File: src/rtl/decode_execute_register.sv
// Decode→Execute pipeline register with load-use hazard bubble, external stall and branch flush.
// Optional event counters (bubble/flush/ext-stall) are built when DECODE_EXECUTE_PERF_EN is defined.
module decode_execute_register #(
    parameter int unsigned WIDTH        = 24,
    parameter int unsigned VECTOR_WIDTH = 8,
    parameter int unsigned ADDRESSWIDTH = 4,
    parameter int unsigned OPCODEWIDTH  = 4,
    parameter logic [OPCODEWIDTH-1:0] LOAD_OPCODE = OPCODEWIDTH'(5)
) (
    input  logic                            clock,
    input  logic                            reset,
    input  logic                            valid_D,
    input  logic                            stall_ext,
    input  logic                            flush,
    input  logic [OPCODEWIDTH-1:0]          opcode_D,
    input  logic [ADDRESSWIDTH-1:0]         regDestinationAddress_D,
    input  logic [ADDRESSWIDTH-1:0]         reg1Address_D,
    input  logic [ADDRESSWIDTH-1:0]         reg2Address_D,
    input  logic [WIDTH-1:0]                reg1Content_D,
    input  logic [WIDTH-1:0]                reg2Content_D,
    input  logic [WIDTH-1:0]                inmediate_D,
    input  logic [WIDTH-1:0]                PC_D,
    input  logic [VECTOR_WIDTH*WIDTH-1:0]   data_out_D,
    input  logic [VECTOR_WIDTH*WIDTH-1:0]   data_out2_D,
    input  logic                            isvector_D,
    input  logic                            vect_esc_D,
    input  logic [2:0]                      index_D,
    output logic                            valid_E,
    output logic [OPCODEWIDTH-1:0]          opcode_E,
    output logic [ADDRESSWIDTH-1:0]         regDestinationAddress_E,
    output logic [ADDRESSWIDTH-1:0]         reg1Address_E,
    output logic [ADDRESSWIDTH-1:0]         reg2Address_E,
    output logic [WIDTH-1:0]                reg1Content_E,
    output logic [WIDTH-1:0]                reg2Content_E,
    output logic [WIDTH-1:0]                inmediate_E,
    output logic [WIDTH-1:0]                PC_E,
    output logic [VECTOR_WIDTH*WIDTH-1:0]   data_out_E,
    output logic [VECTOR_WIDTH*WIDTH-1:0]   data_out2_E,
    output logic                            isvector_E,
    output logic                            vect_esc_E,
    output logic [2:0]                      index_E,
    output logic                            stall_D,
    output logic                            hazard_E
`ifdef DECODE_EXECUTE_PERF_EN
    ,
    output logic [15:0]                     bubble_count,
    output logic [15:0]                     flush_count,
    output logic [15:0]                     ext_stall_count
`endif
);

    logic clear_e;
    logic load_e;

    // Conservative load-use check: vector/scalar flags are deliberately ignored.
    assign hazard_E = valid_D & valid_E & (opcode_E == LOAD_OPCODE) &
                      ((reg1Address_D == regDestinationAddress_E) |
                       (reg2Address_D == regDestinationAddress_E));

    // Gated by reset so Fetch/Decode never see a stall while the pipe is being cleared.
    assign stall_D = reset & (stall_ext | (hazard_E & ~flush));

    // Flush beats the external stall; a hazard only bubbles when Execute is free to advance.
    assign clear_e = flush | (~stall_ext & hazard_E);
    assign load_e  = ~stall_ext;

    always_ff @(posedge clock or negedge reset) begin
        if (!reset) begin
            valid_E                 <= 1'b0;
            opcode_E                <= '0;
            regDestinationAddress_E <= '0;
            reg1Address_E           <= '0;
            reg2Address_E           <= '0;
            reg1Content_E           <= '0;
            reg2Content_E           <= '0;
            inmediate_E             <= '0;
            PC_E                    <= '0;
            data_out_E              <= '0;
            data_out2_E             <= '0;
            isvector_E              <= 1'b0;
            vect_esc_E              <= 1'b0;
            index_E                 <= '0;
        end else if (clear_e) begin
            valid_E                 <= 1'b0;
            opcode_E                <= '0;
            regDestinationAddress_E <= '0;
            reg1Address_E           <= '0;
            reg2Address_E           <= '0;
            reg1Content_E           <= '0;
            reg2Content_E           <= '0;
            inmediate_E             <= '0;
            PC_E                    <= '0;
            data_out_E              <= '0;
            data_out2_E             <= '0;
            isvector_E              <= 1'b0;
            vect_esc_E              <= 1'b0;
            index_E                 <= '0;
        end else if (load_e) begin
            valid_E                 <= valid_D;
            opcode_E                <= opcode_D;
            regDestinationAddress_E <= regDestinationAddress_D;
            reg1Address_E           <= reg1Address_D;
            reg2Address_E           <= reg2Address_D;
            reg1Content_E           <= reg1Content_D;
            reg2Content_E           <= reg2Content_D;
            inmediate_E             <= inmediate_D;
            PC_E                    <= PC_D;
            data_out_E              <= data_out_D;
            data_out2_E             <= data_out2_D;
            isvector_E              <= isvector_D;
            vect_esc_E              <= vect_esc_D;
            index_E                 <= index_D;
        end
    end

`ifdef DECODE_EXECUTE_PERF_EN
    logic bubble_ev;
    logic ext_stall_ev;

    assign bubble_ev    = ~flush & ~stall_ext & hazard_E;
    assign ext_stall_ev = stall_ext & ~flush;

    // Saturating event counters.
    always_ff @(posedge clock or negedge reset) begin
        if (!reset) begin
            bubble_count    <= '0;
            flush_count     <= '0;
            ext_stall_count <= '0;
        end else begin
            if (bubble_ev && (bubble_count != 16'hFFFF))
                bubble_count <= bubble_count + 16'd1;
            if (flush && (flush_count != 16'hFFFF))
                flush_count <= flush_count + 16'd1;
            if (ext_stall_ev && (ext_stall_count != 16'hFFFF))
                ext_stall_count <= ext_stall_count + 16'd1;
        end
    end
`endif

endmodule

File: config.mk
export PLATFORM = sky130hd
export DESIGN_NAME = decode_execute_register
export DESIGN_NICKNAME = d
export VERILOG_FILES = /design/src/rtl/decode_execute_register.sv
export SDC_FILE = /design/constraint.sdc
export NUM_CORES = 1
export LEC_CHECK = 0
export CAP_MARGIN = 20
export CORE_AREA = 2 2 398 400
export DETAILED_ROUTE_END_ITERATION = 6
export DIE_AREA = 0 0 400 402
export PLACE_DENSITY_LB_ADDON = 0.05
export SYNTH_ARGS = -nofsm -noshare
export SYNTH_HDL_FRONTEND = slang
export SYNTH_SLANG_ARGS = --single-unit
File: constraint.sdc
create_clock -name clock -period 2.3 [get_ports clock]
set_clock_uncertainty 0.05 [all_clocks]
set_input_delay 0.575 -clock clock [delete_from_list [all_inputs] [get_ports clock]]
set_output_delay 0.575 -clock clock [all_outputs]
set_load 0.005 [all_outputs]
==> key figures, run 1 <==
Critical path
  – Crit path arrival time: 2.08 ns
  – CP endpoint kind: output pin
  – Crit path required time: 1.67 ns
  – CP Cell Sequence: xnor2_1 > nand4_1 > a211oi_2 > o21a_1 > buf_2
  – Startpoint types: register
  – Reg2reg start: opcode_E[1]
  – CP max FO: 4
  – Largest delay share family, worst path: flip-flops
  – Worst Setup EP: stall_D
  – Crit path max-delay cell type: dfrtp_2
  – Kind of critical path: reg2out
  – Reg-to-Reg End: data_out2_E[139]
  – Largest stage delay on the critical path: 0.50 ns
  – Worst reg2reg path depth: 9
  – Critical path depth in cells: 5
  – CP Launch Point: regDestinationAddress_E[0]
  – CP bufs+invs: 1
  – R2R Setup Slk: 0.04 ns

Finish
  – Share of layout cells above drive strength 1: 0.0939
  – Final Non-Filler Cells: 5,442
  – Syn-to-layout area delta: 68.1%
  – Final nets: 3,808
  – Commonest cells after routing, fill and taps aside: clkdlybuf4s50_1, nand2_1, dfrtp_1
  – Commonest non-fill, non-tap cell in the layout: clkdlybuf4s50_1
  – Post-layout instance area: 39,000 sq um

Die
  – Core Area: 157,000 sq um
  – Die height: 402 um
  – Starting Density: 0.148
  – Die area: 161,000 sq um
  – Die Wd: 400 um
  – # IOs: 1,010
  – Standard-cell rows: 146

Route
  – DR pass1 iterations: 5
  – Via count: 24,100
  – DRC: 0
  – Post-route ant nets: 0
  – Via density: 4.43
  – WL/cell: 24.9 um
  – WL final: 135,000 um
  – Iteration-0 DRC count of the detailed router: 1,552

Logic synthesis
  – Post-synthesis sequential area ratio: 0.541
  – Net Count, Synth: 2,827
  – Yosys Warn Count: 0
  – Mapped Area: 23,200 sq um
  – Yosys reg bits: 502
  – Cells after synthesis: 2,321
  – Synth cell types: 25
  – Mapped Avg Cell Area: 10.0 sq um

Power and ir drop
  – Static Leak: 15.3 nW
  – Final Total Pwr: 28.1 mW
  – Peak VDD IR: 0.473 mV
  – Cell Pwr Density: 720 nW/um^2

STA
  – Final setup vio count: 2
  – Final WS setup: -0.405 ns
  – Hold slack: 0.431 ns
  – Final Slew Violations: 0
  – Slew headroom: 0.508
  – Fin. Hold Viols: 0
  – Slew of the pin with the lowest slew margin: 0.738 ns
  – Final Critical Period: 2.70 ns
  – Final period utilization: 1.18
  – Maximum clock rate: 370 MHz
  – RSZ-0062 raised after global routing: yes

Global route
  – Largest net degree at the start of global routing: 115
  – Initial antenna violation count: 39
  – Gr ovfl total: 0
  – First-pass GRT wire length: 185,000 um
  – Total GRT Usage: 0.157
  – Vias in the first global route: 23,900

Placed design
  – Routability Congestion: 0.776
  – Number of port buffers: 1,009
  – HPWL after DPL: 93,300 um
  – Placed Cells: 5,268
  – DP Area: 36,000 sq um

Hold path
  – Worst Hold Class: in2reg

Clocking
  – Inserted Clock Buffers: 75
  – CTS H-tree depth: 3
  – Reg clk slew, reported paths: 0.07 ns
  – Clock Latency Late Sink: 0.66 ns
  – CTS Root Cell: clkbuf_16
  – TritonCTS clock tree: yes
  – Clock buffer depth: 3
  – CTS sink cnt: 502

Status
  – Outcome: complete, but fails checks
  – Failing checks: setup timing

Run
  – Max Cap Viol: 0
==> layer usage <==
layer	wire length (um)	global-route usage	vias up
li1	-	-	10900
met2	67500	0.272	943
met3	11100	0.0520	184
met1	52600	0.179	12100
met5	229	0	-
met4	3870	0.0543	36
==> how the worst min path moves through the flow <==
stage	from	to	depth (start not counted)
2_1_floorplan	reset	PC_E[0]	0
3_3_place_gp	reg1Content_E[18]	reg1Content_E[18]	2
3_5_place_dp	data_out_E[129]	data_out_E[129]	2
4_1_cts	inmediate_D[19]	inmediate_E[19]	3
5_1_grt	data_out2_D[137]	data_out2_E[137]	3
6_report	data_out2_D[132]	data_out2_E[132]	3
==> area by class of cell <==
| type | count | area (sq um) |
|---|---|---|
| Fill cell | 16800 | 118000 |
| Timing Repair Buffer | 1183 | 12300 |
| Multi-Input combinational cell | 1540 | 9160 |
| Sequential cell | 502 | 12600 |
| Clock inverter | 21 | 258 |
| Tap cell | 2072 | 2590 |
| Clock buffer | 110 | 2150 |
| Antenna cell | 14 | 35.0 |
==> timing repair <==
| item | in CTS | in global routing |
|---|---|---|
| buffers inserted | 5 | 4 |
| gates cloned | 5 | 14 |
| pin swaps | 5 | 2 |
| hold endpoints to repair | 15 | 0 |
| resized for setup | 200 | 30 |
| setup endpoints to repair | 485 | 267 |
| hold buffers | 1 | 0 |
==> flip-flops by register name, indices dropped and copies added, names as in the netlist, 3 cells and up <==
signal and count:
PC_E 24, reg1Content_E 24, index_E 3, inmediate_E 24, reg1Address_E 4, reg2Address_E 4
regDestinationAddress_E 4, data_out2_E 192, opcode_E 4, reg2Content_E 24, data_out_E 192
==> power by group <==
| part | switching, mW | total (mW) | leakage (nW) | internal [mW] |
|---|---|---|---|---|
| Sequential | 0.590 | 10.4 | 6.40 | 9.78 |
| Clock | 4.81 | 11.6 | 1.19 | 6.84 |
| Combinational | 2.94 | 6.09 | 7.71 | 3.15 |
==> worst register-to-register path: stages (launching register included) <==
cell       delay (ns)
dfrtp_2          0.45
and4bb_1         0.30
buf_6            0.13
nand3_4          0.09
buf_6            0.13
buf_6            0.16
buf_12           0.20
clkbuf_16        0.33
a32oi_1          0.21
o21ai_1          0.09
==> cell usage after synthesis (all sizes together) <==
cell,count,area (sq um)
nand3,16,92.6
a211oi,1,7.51
nand2,510,1920
nor3b,9,67.6
o211ai,1,7.51
xnor2,8,70.1
clkbuf,113,482
and4bb,1,12.5
a32oi,487,4270
nand4,2,12.5
o21a,1,7.51
nor2,1,11.3
o221ai,6,52.6
dfrtp,502,12600
a21oi,1,5.00
a22oi,8,60.1
nor2b,1,6.26
buf,166,1150
o21ai,487,2440
==> per-stage QoR <==
step                setup TNS [ns]   util  setup slack [ns]
finish                      -0.702  0.249            -0.405
global route                 -1.34  0.249            -0.522
CTS                         -0.923  0.245            -0.496
detailed placement         -139.25  0.229            -0.672
global placement           -137.91  0.229            -0.715
floorplan                        0      -             0.342
==> kinds of logic (layout without fill, tap and decap cells) <==
| group | Yosys count | after routing | synth area share |
|---|---|---|---|
| compound gates | 992 | 992 | 0.295 |
| xor+xnor | 8 | 8 | 0.00302 |
| buf+inv | 279 | 1314 | 0.0702 |
| flops | 502 | 502 | 0.541 |
| other cells | 0 | 14 | 0 |
| simple gates | 540 | 540 | 0.0913 |
No activity file was read; power rests on OpenSTA's default activity.
==> run 2, diff against run 1 <==
==> constraint.sdc (replaced) <==
create_clock -name clock -period 2.2 [get_ports clock]
set_clock_uncertainty 0.05 [all_clocks]
set_input_delay 0.55 -clock clock [delete_from_list [all_inputs] [get_ports clock]]
set_output_delay 0.55 -clock clock [all_outputs]
set_load 0.005 [all_outputs]
==> key figures, run 2 (synthesis gave the netlist of run 1 again) <==
Route
  – Via count: 24,600 (was 24,100)
  – Post-route ant nets: 0 (unchanged)
  – WL/cell: 26.0 um (was 24.9 um)
  – Via density: 4.45 (was 4.43)
  – DRC: 0 (unchanged)
  – DR pass1 iterations: 7 (was 5)
  – Iteration-0 DRC count of the detailed router: 1,726 (was 1,552)
  – WL final: 143,000 um (was 135,000 um)

Clocking
  – Inserted Clock Buffers: 73 (was 75)
  – TritonCTS clock tree: yes (unchanged)
  – CTS Root Cell: clkbuf_16 (unchanged)
  – CTS H-tree depth: 3 (unchanged)
  – Reg clk slew, reported paths: 0.05 ns (was 0.07 ns)
  – Clock buffer depth: 3 (unchanged)
  – CTS sink cnt: 502 (unchanged)
  – Clock Latency Late Sink: 0.67 ns (was 0.66 ns)

Global route
  – First-pass GRT wire length: 190,000 um (was 185,000 um)
  – Vias in the first global route: 24,200 (was 23,900)
  – Total GRT Usage: 0.162 (was 0.157)
  – Largest net degree at the start of global routing: 124 (was 115)
  – Gr ovfl total: 0 (unchanged)
  – Initial antenna violation count: 48 (was 39)

Hold path
  – Worst Hold Class: in2async (was in2reg)

Placed design
  – Setup WS pre-CTS: -0.742 ns (was -0.672 ns)
  – Number of port buffers: 1,009 (unchanged)
  – HPWL after DPL: 94,100 um (was 93,300 um)
  – DP Area: 36,300 sq um (was 36,000 sq um)
  – Routability Congestion: 0.792 (was 0.776)

Critical path
  – CP max FO: 4 (unchanged)
  – Crit path arrival time: 2.09 ns (was 2.08 ns)
  – CP endpoint kind: output pin (unchanged)
  – Kind of critical path: reg2out (unchanged)
  – Crit-path most repeated cell: buf_6
  – Startpoint types: register (unchanged)
  – Largest delay share family, worst path: flip-flops (unchanged)
  – Crit path max-delay cell type: dfrtp_2 (unchanged)
  – Crit path required time: 1.60 ns (was 1.67 ns)
  – CP bufs+invs: 3 (was 1)
  – CP Cell Sequence: and4bb_1 > buf_6 > nand3_4 > buf_6 > a21oi_2 > buf_2 (was xnor2_1 > nand4_1 > a211oi_2 > o21a_1 > buf_2)
  – Largest stage delay on the critical path: 0.46 ns (was 0.50 ns)

Finish
  – Filler instances: 16,700 (was 16,800)
  – Syn-to-layout area delta: 75.6% (was 68.1%)
  – Commonest non-fill, non-tap cell in the layout: clkdlybuf4s50_1 (unchanged)
  – Post-Route Utilization: 0.260 (was 0.249)
  – Final nets: 3,878 (was 3,808)
  – Commonest cells after routing, fill and taps aside: clkdlybuf4s50_1, nand2_1, dfrtp_1 (unchanged)
  – Post-layout instance area: 40,800 sq um (was 39,000 sq um)
  – Share of layout cells above drive strength 1: 0.136 (was 0.0939)
  – Top Registers: data_out2_E (192), data_out_E (192) (unchanged)

STA
  – Slew headroom: 0.392 (was 0.508)
  – Final Critical Period: 2.69 ns
  – Slew of the pin with the lowest slew margin: 0.912 ns (was 0.738 ns)
  – Final setup vio count: 70 (was 2)
  – Maximum clock rate: 371 MHz
  – Final WS setup: -0.495 ns (was -0.405 ns)
  – Final Slew Violations: 0 (unchanged)
  – RSZ-0062 raised after global routing: yes (unchanged)
  – Final period utilization: 1.22
  – Fin. Hold Viols: 0 (unchanged)

Power and ir drop
  – Final Total Pwr: 28.7 mW (was 28.1 mW)
  – Static Leak: 17.0 nW (was 15.3 nW)
  – Peak VDD IR: 0.482 mV (was 0.473 mV)
  – Cell Pwr Density: 705 nW/um^2 (was 720 nW/um^2)

Status
  – Outcome: complete, but fails checks (unchanged)
  – Failing checks: setup timing (unchanged)

Die
  – Die Wd: 400 um (unchanged)
  – Die height: 402 um (unchanged)
  – Standard-cell rows: 146 (unchanged)
  – Die area: 161,000 sq um (unchanged)
  – Starting Density: 0.148 (unchanged)
  – Core Area: 157,000 sq um (unchanged)
  – # IOs: 1,010 (unchanged)

Run
  – Max Cap Viol: 0 (unchanged)
[run 2: cell types whose count changed in the layout (fill, tap and decap cells not counted), sizes merged, moves of 3 or more]
cell	delta
buf	+54
bufbuf	+4
bufinv	-3
clkbuf	+12
clkdlybuf4s50	-266
diode	+13
dlygate4sd2	+269
dlymetal6s2s	-6
[run 2: layout make-up]
cell class	count	area, sq um	area share
clock inverters	18	188	0.00460
multi-input cells	1540	9720	0.238
diodes	27	67.6	0.00166
repair buffers	1255	13500	0.332
well taps	2072	2590	0.0636
clock buffers	107	2090	0.0514
flip-flops and latches	502	12600	0.308
[run 2: worst paths after layout]
path	depth (start not counted)	end	startpoint	slack, ns
max	6	hazard_E	opcode_E[1]	-0.49
min	3	data_out2_E[43]	reset	0.40
max reg2reg	9	data_out2_E[127]	opcode_E[1]	-0.07
min reg2reg	2	data_out_E[191]	data_out_E[191]	0.44
max in group asynchronous	4	data_out_E[103]	reset	0.53
min in group clock	3	data_out2_E[53]	data_out2_D[53]	0.40
[run 2: power breakdown]
part	internal, mW	switching (mW)
logic	3.11	3.17
registers	10.2	0.630
clock network	6.63	4.98
[run 2: timing repair]
item	in CTS	in global routing
setup buffers	23	3
hold buffers	1	0
cloned	25	37
endpoints found under the setup margin	767	547
endpoints found under the hold margin	13	0
gates resized for setup	522	118
pin swaps	91	24
[run 2: worst min-delay path, delay by kind of cell]
family | cells | cell delay, ns
buffers and inverters | 3 | 0.94
[run 2: through the flow]
stage	cells	hold WS, ns	TNS, ns
6_report	5521	0.399	-2.77
5_1_grt	5516	0.347	-26.90
4_1_cts	5457	0.316	-55.25
3_5_place_dp	5283	0.435	-177.45
3_3_place_gp	5283	0.425	-171.77
2_1_floorplan	2321	0.204	0
[run 2: metal layers]
metal	vias to the layer above	global-route usage	share of wire
li1	11000	-	-
met1	12300	0.187	0.39
met2	966	0.270	0.49
met3	233	0.0549	0.079
met4	40	0.0734	0.041
met5	-	0	0.0018
==> run 3, diff against run 2 <==
--- a/config.mk
+++ b/config.mk
@@ -7,9 +7,10 @@
 export LEC_CHECK = 0
 export CAP_MARGIN = 20
 export CORE_AREA = 2 2 398 400
+export CTS_CLUSTER_SIZE = 12
 export DETAILED_ROUTE_END_ITERATION = 6
 export DIE_AREA = 0 0 400 402
-export PLACE_DENSITY_LB_ADDON = 0.05
+export PLACE_DENSITY = 0.38
 export SYNTH_ARGS = -nofsm -noshare
 export SYNTH_HDL_FRONTEND = slang
 export SYNTH_SLANG_ARGS = --single-unit
==> key figures, run 3 (synthesis gave the netlist of run 1 again) <==
Status
  – Outcome: complete, but fails checks (unchanged)
  – Failing checks: setup timing (unchanged)

STA
  – Slew headroom: 0.293 (was 0.392)
  – Fin. Hold Viols: 0 (unchanged)
  – RSZ-0062 raised after global routing: yes (unchanged)
  – Final Critical Period: 2.88 ns (was 2.69 ns)
  – Final period utilization: 1.31 (was 1.22)
  – Hold slack: 0.0866 ns (was 0.399 ns)
  – Final WS setup: -0.685 ns (was -0.495 ns)
  – Final setup vio count: 568 (was 70)
  – Maximum clock rate: 347 MHz (was 371 MHz)
  – Slew of the pin with the lowest slew margin: 1.06 ns (was 0.912 ns)
  – Final Slew Violations: 0 (unchanged)

Critical path
  – CP max FO: 2 (was 4)
  – Largest delay share family, worst path: flip-flops (unchanged)
  – Kind of critical path: reg2out (unchanged)
  – Largest stage delay on the critical path: 0.47 ns (was 0.46 ns)
  – CP bufs+invs: 3 (unchanged)
  – Crit path arrival time: 2.28 ns (was 2.09 ns)
  – CP Cell Sequence: and4bb_2 > buf_12 > nand3_4 > buf_6 > a211oi_2 > o21a_1 > buf_2 (was and4bb_1 > buf_6 > nand3_4 > buf_6 > a21oi_2 > buf_2)
  – Reg-to-Reg End: data_out2_E[147] (was data_out2_E[127])
  – Worst reg2reg path depth: 9 (unchanged)
  – Crit path required time: 1.60 ns (about the same)
  – Crit path max-delay cell type: dfrtp_2 (unchanged)
  – CP endpoint kind: output pin (unchanged)
  – Startpoint types: register (unchanged)
  – Reg2reg start: opcode_E[1] (unchanged)
  – R2R Setup Slk: -0.33 ns (was -0.07 ns)

Power and ir drop
  – Final Total Pwr: 29.5 mW (was 28.7 mW)
  – Cell Pwr Density: 743 nW/um^2 (was 705 nW/um^2)
  – Static Leak: 15.1 nW (was 17.0 nW)
  – Peak VDD IR: 0.555 mV (was 0.482 mV)

Hold path
  – Worst Hold Class: in2async (unchanged)

Clocking
  – CTS H-tree depth: 3 (unchanged)
  – CTS Hold Bufs: 0 (was 1)
  – Clock Latency Late Sink: 0.66 ns (was 0.67 ns)
  – CTS sink cnt: 502 (unchanged)
  – Inserted Clock Buffers: 72 (was 73)
  – Clock buffer depth: 3 (unchanged)
  – Reg clk slew, reported paths: 0.06 ns (was 0.05 ns)
  – TritonCTS clock tree: yes (unchanged)
  – CTS Root Cell: clkbuf_16 (unchanged)

Placed design
  – Number of port buffers: 1,009 (unchanged)
  – Placed Cells: 5,321 (was 5,283)
  – HPWL after DPL: 90,500 um (was 94,100 um)
  – Routability Congestion: 0.812 (was 0.792)
  – DP Area: 36,600 sq um (was 36,300 sq um)

Global route
  – Largest net degree at the start of global routing: 133 (was 124)
  – Total GRT Usage: 0.150 (was 0.162)
  – Gr ovfl total: 0 (unchanged)
  – Initial antenna violation count: 28 (was 48)
  – Vias in the first global route: 23,200 (was 24,200)
  – First-pass GRT wire length: 178,000 um (was 190,000 um)

Die
  – Standard-cell rows: 146 (unchanged)
  – # IOs: 1,010 (unchanged)
  – Die area: 161,000 sq um (unchanged)
  – Die Wd: 400 um (unchanged)
  – Starting Density: 0.148 (unchanged)
  – Core Area: 157,000 sq um (unchanged)
  – Die height: 402 um (unchanged)

Finish
  – Commonest cells after routing, fill and taps aside: clkdlybuf4s50_1, nand2_1, dfrtp_1 (unchanged)
  – Post-layout instance area: 39,800 sq um (was 40,800 sq um)
  – Syn-to-layout area delta: 71.2% (was 75.6%)
  – Top Registers: data_out2_E (192), data_out_E (192) (unchanged)
  – Final Non-Filler Cells: 5,492 (was 5,521)
  – Commonest non-fill, non-tap cell in the layout: clkdlybuf4s50_1 (unchanged)
  – Post-Route Utilization: 0.253 (was 0.260)
  – Share of layout cells above drive strength 1: 0.103 (was 0.136)
  – Final nets: 3,854 (was 3,878)

Route
  – Iteration-0 DRC count of the detailed router: 2,340 (was 1,726)
  – DR pass1 iterations: 6 (was 7)
  – DRC: 0 (unchanged)
  – Post-route ant nets: 0 (unchanged)
  – Via density: 4.39 (was 4.45)
  – Via count: 24,100 (was 24,600)
  – WL/cell: 23.6 um (was 26.0 um)
  – WL final: 129,000 um (was 143,000 um)

Run
  – Max Cap Viol: 0 (unchanged)
-- run 3: report_power, final --
group / internal [mW] / leakage [nW] / switching [mW] / total [mW]
clock network: 7.10 / 1.15 / 4.89 / 12.0
registers: 10.2 / 6.41 / 0.691 / 10.9
logic: 3.58 / 7.55 / 3.05 / 6.63
total: 20.9 / 15.1 / 8.63 / 29.5
-- run 3: repair_timing --
| item | 4_1_cts | 5_1_grt |
|---|---|---|
| buffers inserted | 3 | 0 |
| cloned | 12 | 11 |
| pin swaps | 3 | 2 |
| setup endpoints to repair | 875 | 887 |
| resized for setup | 56 | 14 |
-- run 3: worst max path at each step --
| stage | slack (ns) | from | endpoint | depth (start not counted) |
|---|---|---|---|---|
| finish | -0.68 | opcode_E[1] | stall_D | 7 |
| global route | -0.83 | opcode_E[1] | stall_D | 7 |
| CTS | -0.83 | opcode_E[1] | stall_D | 7 |
| detailed placement | -1.13 | reg1Address_D[0] | hazard_E | 7 |
| global placement | -1.12 | reg1Address_D[0] | hazard_E | 7 |
| floorplan | 0.27 | opcode_E[1] | stall_D | 5 |
-- run 3: final cells by class --
cell class / instances / area [sq um]
multi-input combinational: 1540 / 9110
antenna: 17 / 42.5
tap: 2072 / 2590
sequential: 502 / 12600
timing repair buffer: 1232 / 13100
clock inverter: 19 / 265
fill: 16800 / 117000
clock buffer: 110 / 2110
-- run 3: stage by stage --
stage | setup TNS (ns) | setup slack, ns
after global placement | -225.04 | -1.12
after global routing | -169.62 | -0.833
after detailed placement | -203.12 | -1.13
after floorplan | 0 | 0.267
after CTS | -122.70 | -0.833
final | -91.36 | -0.685
-- run 3: worst reg2reg max path: stages, from the launching register on --
cell	delay (ns)
dfrtp_2	0.47
and4bb_2	0.37
buf_12	0.12
nand3_4	0.09
buf_6	0.14
buf_4	0.23
buf_16	0.23
clkbuf_16	0.37
a32oi_1	0.22
o21ai_1	0.08
-- run 3: layer usage --
metal | global-route usage | wire, um | up-vias
met5 | 0 | 132 | -
met4 | 0.0649 | 4250 | 18
met3 | 0.0494 | 11300 | 177
met2 | 0.237 | 60500 | 1046
met1 | 0.187 | 53100 | 11900
li1 | - | - | 11000
==> RTL change 1, RTL diff (settings of run 3) <==
Change the parameter `ADDRESSWIDTH` from 4 to 5.
--- a/src/rtl/decode_execute_register.sv
+++ b/src/rtl/decode_execute_register.sv
@@ -5,3 +5,3 @@
     parameter int unsigned VECTOR_WIDTH = 8,
-    parameter int unsigned ADDRESSWIDTH = 4,
+    parameter int unsigned ADDRESSWIDTH = 5,
     parameter int unsigned OPCODEWIDTH  = 4,
Interface: changed (6 resized); port bits go from 1010 to 1016. No check against the original RTL was run, so the function may have changed too.
==> RTL change 1 against run 3 <==
The flow still finishes with violations (negative setup slack); synthesized area is 19% lower; synthesized cell count is 48% lower; non-clock buffer count is 86 lower; critical path type is now input port to primary output; first-iteration DRC count is 57% lower; register-to-register slack worse by 0.16 ns; design area is 13% lower; sequential cell count is 3 higher; clock power is 4% lower; power is 14% lower; critical path depth is 1 lower; combinational power is 44% lower; wire length is 19% lower; largest power group unchanged; setup slack worse by 0.051 ns.
==> RTL change 1: results (changes against run 3) <==
metric;value;unit;change
htree_levels;3;;unchanged
async_flop_share;100.0;%;unchanged
p_leak;13.74;nW;-9.1%
place_congestion;0.8026;;-1.2%
detailedRoute.firstPassIterationCount;5;;-1
drive_above_1_share;10.60;%;+0.31 points
fillers;16910;;+0.43%
syn-num-nets;1714;;-39%
run_status;finished, violations left;;
cts_inserted_buffers;69;;-4.2%
totalWireLength;104400;um;-19%
placed_cells;4237;;-20%
failing_checks;negative setup slack;;
synth_cell_type_count;20;;-20%
global_route.usage.total;12.31;%;-2.7 points
ir_worst_vdd;0.5894;mV;+6.2%
non_filler_instance_count_after_layout;4381;;-20%
synthesis.instances;1205;;-48%
wire_length_of_the_first_global_routing_pass;141900;um;-20%
first_global_vias;17820;;-23%
tns;-162.77;ns;-71.40 ns
synth_sequential_area_ratio;67.03;%;+13 points
timing.critical_path.arrival;2.34;ns;+0.06 ns
port_buffers;1015;;+0.59%
antenna_found_initial;19;;-32%
ys_top_cells_by_count;sky130_fd_sc_hd__a32o_1, sky130_fd_sc_hd__dfrtp_1, sky130_fd_sc_hd__clkbuf_1;;
largest_net_degree_at_the_start_of_global_routing;135;;+1.5%
critical-path-max-stage-delay;0.62;ns;+0.15 ns
clock_insertion_delay_worst_skew;0.63;ns;-0.03 ns
finalWorstSetupSlack;-0.7361;ns;-0.05143 ns
finalNetCount;2764;;-28%
route.vias.total;16890;;-30%
final_number_of_setup_violating_endpoints;578;;+1.8%
placed_wire_length_estimate;76670;um;-15%
timing.slew.headroom;30.52;%;+1.3 points
synth_enable_flop_cells;0;;unchanged
first_iter_violations;1017;;-57%
synth.area.top_cells;sky130_fd_sc_hd__dfrtp_1, sky130_fd_sc_hd__a32o_1, sky130_fd_sc_hd__buf_6, sky130_fd_sc_hd__clkbuf_1, sky130_fd_sc_hd__xor2_1;;
cp_slowest_cell;sky130_fd_sc_hd__clkdlybuf4s50_1;;
postPlaceCellArea;31810;um2;-13%
RTL change 1: changes by cell type in the layout (fill, tap and decap cells not counted), moves of 15 or more:
cell                             run 3  this run
sky130_fd_sc_hd__o21ai_0            27         0
sky130_fd_sc_hd__a32oi_1           483         1
sky130_fd_sc_hd__nand3_1            15         0
sky130_fd_sc_hd__o21ai_1           460         0
sky130_fd_sc_hd__buf_4             127        77
sky130_fd_sc_hd__nand2_1           509         1
sky130_fd_sc_hd__buf_12             62        26
sky130_fd_sc_hd__a32o_1              0       505
RTL change 1: where the power goes:
| part | switching [W] | internal (W) | leakage [nW] |
|---|---|---|---|
| clock | 0.00458 | 0.00688 | 1.12 |
| combinational | 0.00144 | 0.00224 | 5.91 |
| sequential | 0.000329 | 0.00982 | 6.71 |
RTL change 1: repair_timing:
action,CTS,global route
hold buffers,1,0
gates cloned,9,7
endpoints found under the setup margin,854,873
setup buffers,2,0
pin swaps,5,0
gates resized for setup,43,13
hold endpoints to repair,17,0
RTL change 1: layer usage:
metal,up-vias,share of wire (%),GRT usage (%)
li1,7216,-,-
met1,8815,39,14.07
met2,677,48,20.39
met3,154,9.4,5.232
met4,26,3.3,4.310
met5,-,0.17,0
RTL change 1: final timing paths:
kind,start,end,slack (ns),depth (start not counted)
max in group asynchronous,reset,data_out2_E[119],0.22,4
min in group clock,data_out_E[5],data_out_E[5],0.44,1
setup reg to reg,opcode_E[3],data_out_E[94],-0.49,7
hold reg to reg,data_out_E[5],data_out_E[5],0.44,1
setup / recovery,reg1Address_D[2],stall_D,-0.74,6
hold / removal,reset,valid_E,0.34,2
RTL change 1: area by class of cell:
cell class / count / share of cell area, %
clock buffers: 106 / 5.988
clock inverters: 12 / 0.5912
repair buffers: 1146 / 34.22
multi-input cells: 533 / 15.26
flip-flops and latches: 505 / 36.42
well taps: 2072 / 7.470
diodes: 7 / 0.05047
RTL change 1: critical path: cells and delay by family:
kind                   cells  cell delay (ns)
AO/OA/AOI/OAI              2             0.48
buffers and inverters      2             0.76
AND/OR/NAND/NOR            1             0.38
XOR/XNOR                   1             0.16
RTL change 1: cells by family (layout without fill, tap and decap cells):
| group | Yosys count | in the layout | share of synthesized area [%] |
|---|---|---|---|
| xor gates and xnor gates | 10 | 10 | 0.4646 |
| DFF | 505 | 505 | 67.03 |
| and+or+nand+nor | 15 | 15 | 0.4845 |
| buffers and inverters | 167 | 1264 | 5.084 |
| AOI/OAI and AO/OA | 508 | 508 | 26.94 |
| other | 0 | 7 | 0 |
RTL change 1: stage by stage:
stage	power [W]	worst slack (ns)	util, %
after floorplan	0.01105	-0.1571	-
after global placement	0.01403	-1.190	20.25
after detailed placement	0.01402	-1.186	20.25
after CTS	0.02590	-0.8063	21.96
after global routing	0.02643	-0.8073	22.09
final	0.02529	-0.7361	22.09
==> RTL change 2, RTL diff (config.mk and constraints of run 3) <==
Made on the original files. The option `DECODE_EXECUTE_PERF_EN` is turned on by a define.
--- a/src/rtl/decode_execute_register.sv
+++ b/src/rtl/decode_execute_register.sv
@@ -2,2 +2,4 @@
 // Optional event counters (bubble/flush/ext-stall) are built when DECODE_EXECUTE_PERF_EN is defined.
+`define DECODE_EXECUTE_PERF_EN
+
 module decode_execute_register #(
New outputs: bubble_count, ext_stall_count and flush_count. Check against the original RTL: not settled (the Yosys comparison gave no result); the edit may change what the design does.
==> RTL change 2 against run 3 <==
Design area fell by 0.87%; cell count down 14%; setup slack improved by 0.23 ns; the run still ends with negative setup slack left; critical path depth decreased by 1; sequential cell count up 48; wire length is 15% lower; power shrank 4.6%; critical path type unchanged; synthesized area down 14%.
==> RTL change 2: results (changes against run 3) <==
metric;value;unit;change
cp_slowest_cell;sky130_fd_sc_hd__dfrtp_1;;
largest_net_degree_at_the_start_of_global_routing;125;;-6.0%
cts_inserted_buffers;75;;+4.2%
ir_worst_vdd;0.4751;mV;-14%
drive_above_1_share;14.37;%;+4.1 points
hold_class;input port to register;;
synthesis.instances;1343;;-42%
cts_setup_buffers;39;;+36
failing_checks;negative setup slack;;
hold_buffers;1;;+1
run_status;finished, violations left;;
port_buffers;1057;;+4.8%
totalWireLength;109500;um;-15%
vias_per_std_cell;3.688;;-16%
r2r_setup_slack;-0.22;ns;+0.11 ns
syn-num-nets;1852;;-34%
placed_wire_length_estimate;77660;um;-14%
first_global_vias;18250;;-21%
postPlaceCellArea;33810;um2;-7.6%
placed_cells;4475;;-16%
route.vias.total;17410;;-28%
place_congestion;0.7813;;-3.8%
ys_top_cells_by_count;sky130_fd_sc_hd__dfrtp_1, sky130_fd_sc_hd__a22o_1, sky130_fd_sc_hd__clkbuf_1;;
finalWorstSetupSlack;-0.4555;ns;+0.2292 ns
global_route.usage.total;12.90;%;-2.1 points
first_iter_violations;915;;-61%
p_leak;22.20;nW;+47%
timing.critical_path.arrival;2.06;ns;-0.22 ns
worst-r2r-cell-count;12;;+3
detailedRoute.firstPassIterationCount;5;;-1
antenna_found_initial;10;;-64%
synth_sequential_area_ratio;69.07;%;+15 points
critical-path-max-stage-delay;0.40;ns;-0.07 ns
synth.area.top_cells;sky130_fd_sc_hd__dfrtp_1, sky130_fd_sc_hd__a22o_1, sky130_fd_sc_hd__xnor2_1, sky130_fd_sc_hd__buf_4, sky130_fd_sc_hd__clkbuf_1;;
crit-reg2reg-capture;data_out2_E[27];;
wire_length_of_the_first_global_routing_pass;147400;um;-17%
crit_family;simple AND/OR/NAND/NOR gates;;
tns;-42.59;ns;+48.78 ns
yosysWarningCount;0;;unchanged
synth_cell_type_count;37;;+48%
timing.slew.headroom;49.23;%;+20 points
async_flop_share;100.0;%;unchanged
fillers;16530;;-1.8%
final_number_of_setup_violating_endpoints;457;;-20%
cts-resized-gates;280;;+400%
RTL change 2: changes by cell type in the layout (fill, tap and decap cells not counted), moves of 28 or more:
cell	run 3	this run
sky130_fd_sc_hd__a32oi_1	483	0
sky130_fd_sc_hd__dfrtp_1	500	535
sky130_fd_sc_hd__nand2_1	509	20
sky130_fd_sc_hd__buf_16	13	43
sky130_fd_sc_hd__xnor2_1	7	35
sky130_fd_sc_hd__clkdlybuf4s50_1	1002	600
sky130_fd_sc_hd__dlymetal6s2s_1	0	331
sky130_fd_sc_hd__a22o_1	0	502
sky130_fd_sc_hd__buf_4	127	87
sky130_fd_sc_hd__o21ai_1	460	0
sky130_fd_sc_hd__dlygate4sd2_1	0	112
RTL change 2: power breakdown:
part	switching, W	internal [W]
sequential	0.000466	0.0108
combinational	0.00180	0.00271
clock	0.00515	0.00729
total	0.00742	0.0208
RTL change 2: per-stage QoR:
| stage | total power [W] | hold WS (ns) | utilization, % | setup WS (ns) |
|---|---|---|---|---|
| 6_report | 0.02818 | 0.4215 | 25.09 | -0.4555 |
| 3_3_place_gp | 0.01563 | 0.4370 | 21.52 | -0.7360 |
| 3_5_place_dp | 0.01562 | 0.4397 | 21.52 | -0.6947 |
| 5_1_grt | 0.02943 | 0.3734 | 25.08 | -0.6125 |
| 2_1_floorplan | 0.01229 | 0.2044 | - | 0.2023 |
| 4_1_cts | 0.02883 | 0.3444 | 24.39 | -0.6097 |
RTL change 2: cell type report:
type | instances | share of cell area [%]
Tap cell | 2072 | 6.578
Sequential cell | 550 | 34.97
Antenna cell | 3 | 0.01905
Inverter | 1 | 0.009525
Clock inverter | 23 | 0.7969
Timing Repair Buffer | 1287 | 37.91
Multi-Input combinational cell | 678 | 14.20
Clock buffer | 106 | 5.515
RTL change 2: per-layer routing:
| metal | vias up | share of wire (%) | wire length, um | track usage, % |
|---|---|---|---|---|
| met5 | - | 0.19 | 203 | 0.6053 |
| met4 | 12 | 2.5 | 2688 | 4.107 |
| met3 | 146 | 8.2 | 8992 | 4.434 |
| met2 | 687 | 50 | 54660 | 22.16 |
| met1 | 8866 | 39 | 42930 | 14.87 |
| li1 | 7696 | - | - | - |
RTL change 2: how the worst max path moves through the flow:
stage	to	slack [ns]	depth (start not counted)
floorplan	stall_D	0.20	5
global placement	stall_D	-0.74	7
detailed placement	stall_D	-0.69	7
CTS	stall_D	-0.61	6
global route	stall_D	-0.61	6
finish	stall_D	-0.46	6
RTL change 2: cell families (layout without fill, tap and decap cells):
group,count (synthesis),after routing,share of synthesized area [%]
flip-flops,550,550,69.07
AO/OA/AOI/OAI,519,519,22.65
buffers and inverters,115,1417,3.020
AND/OR/NAND/NOR,106,106,2.832
XOR/XNOR,46,46,2.022
multiplexers,4,4,0.2197
adder cells (fa/ha/maj),3,3,0.1884
other,0,3,0
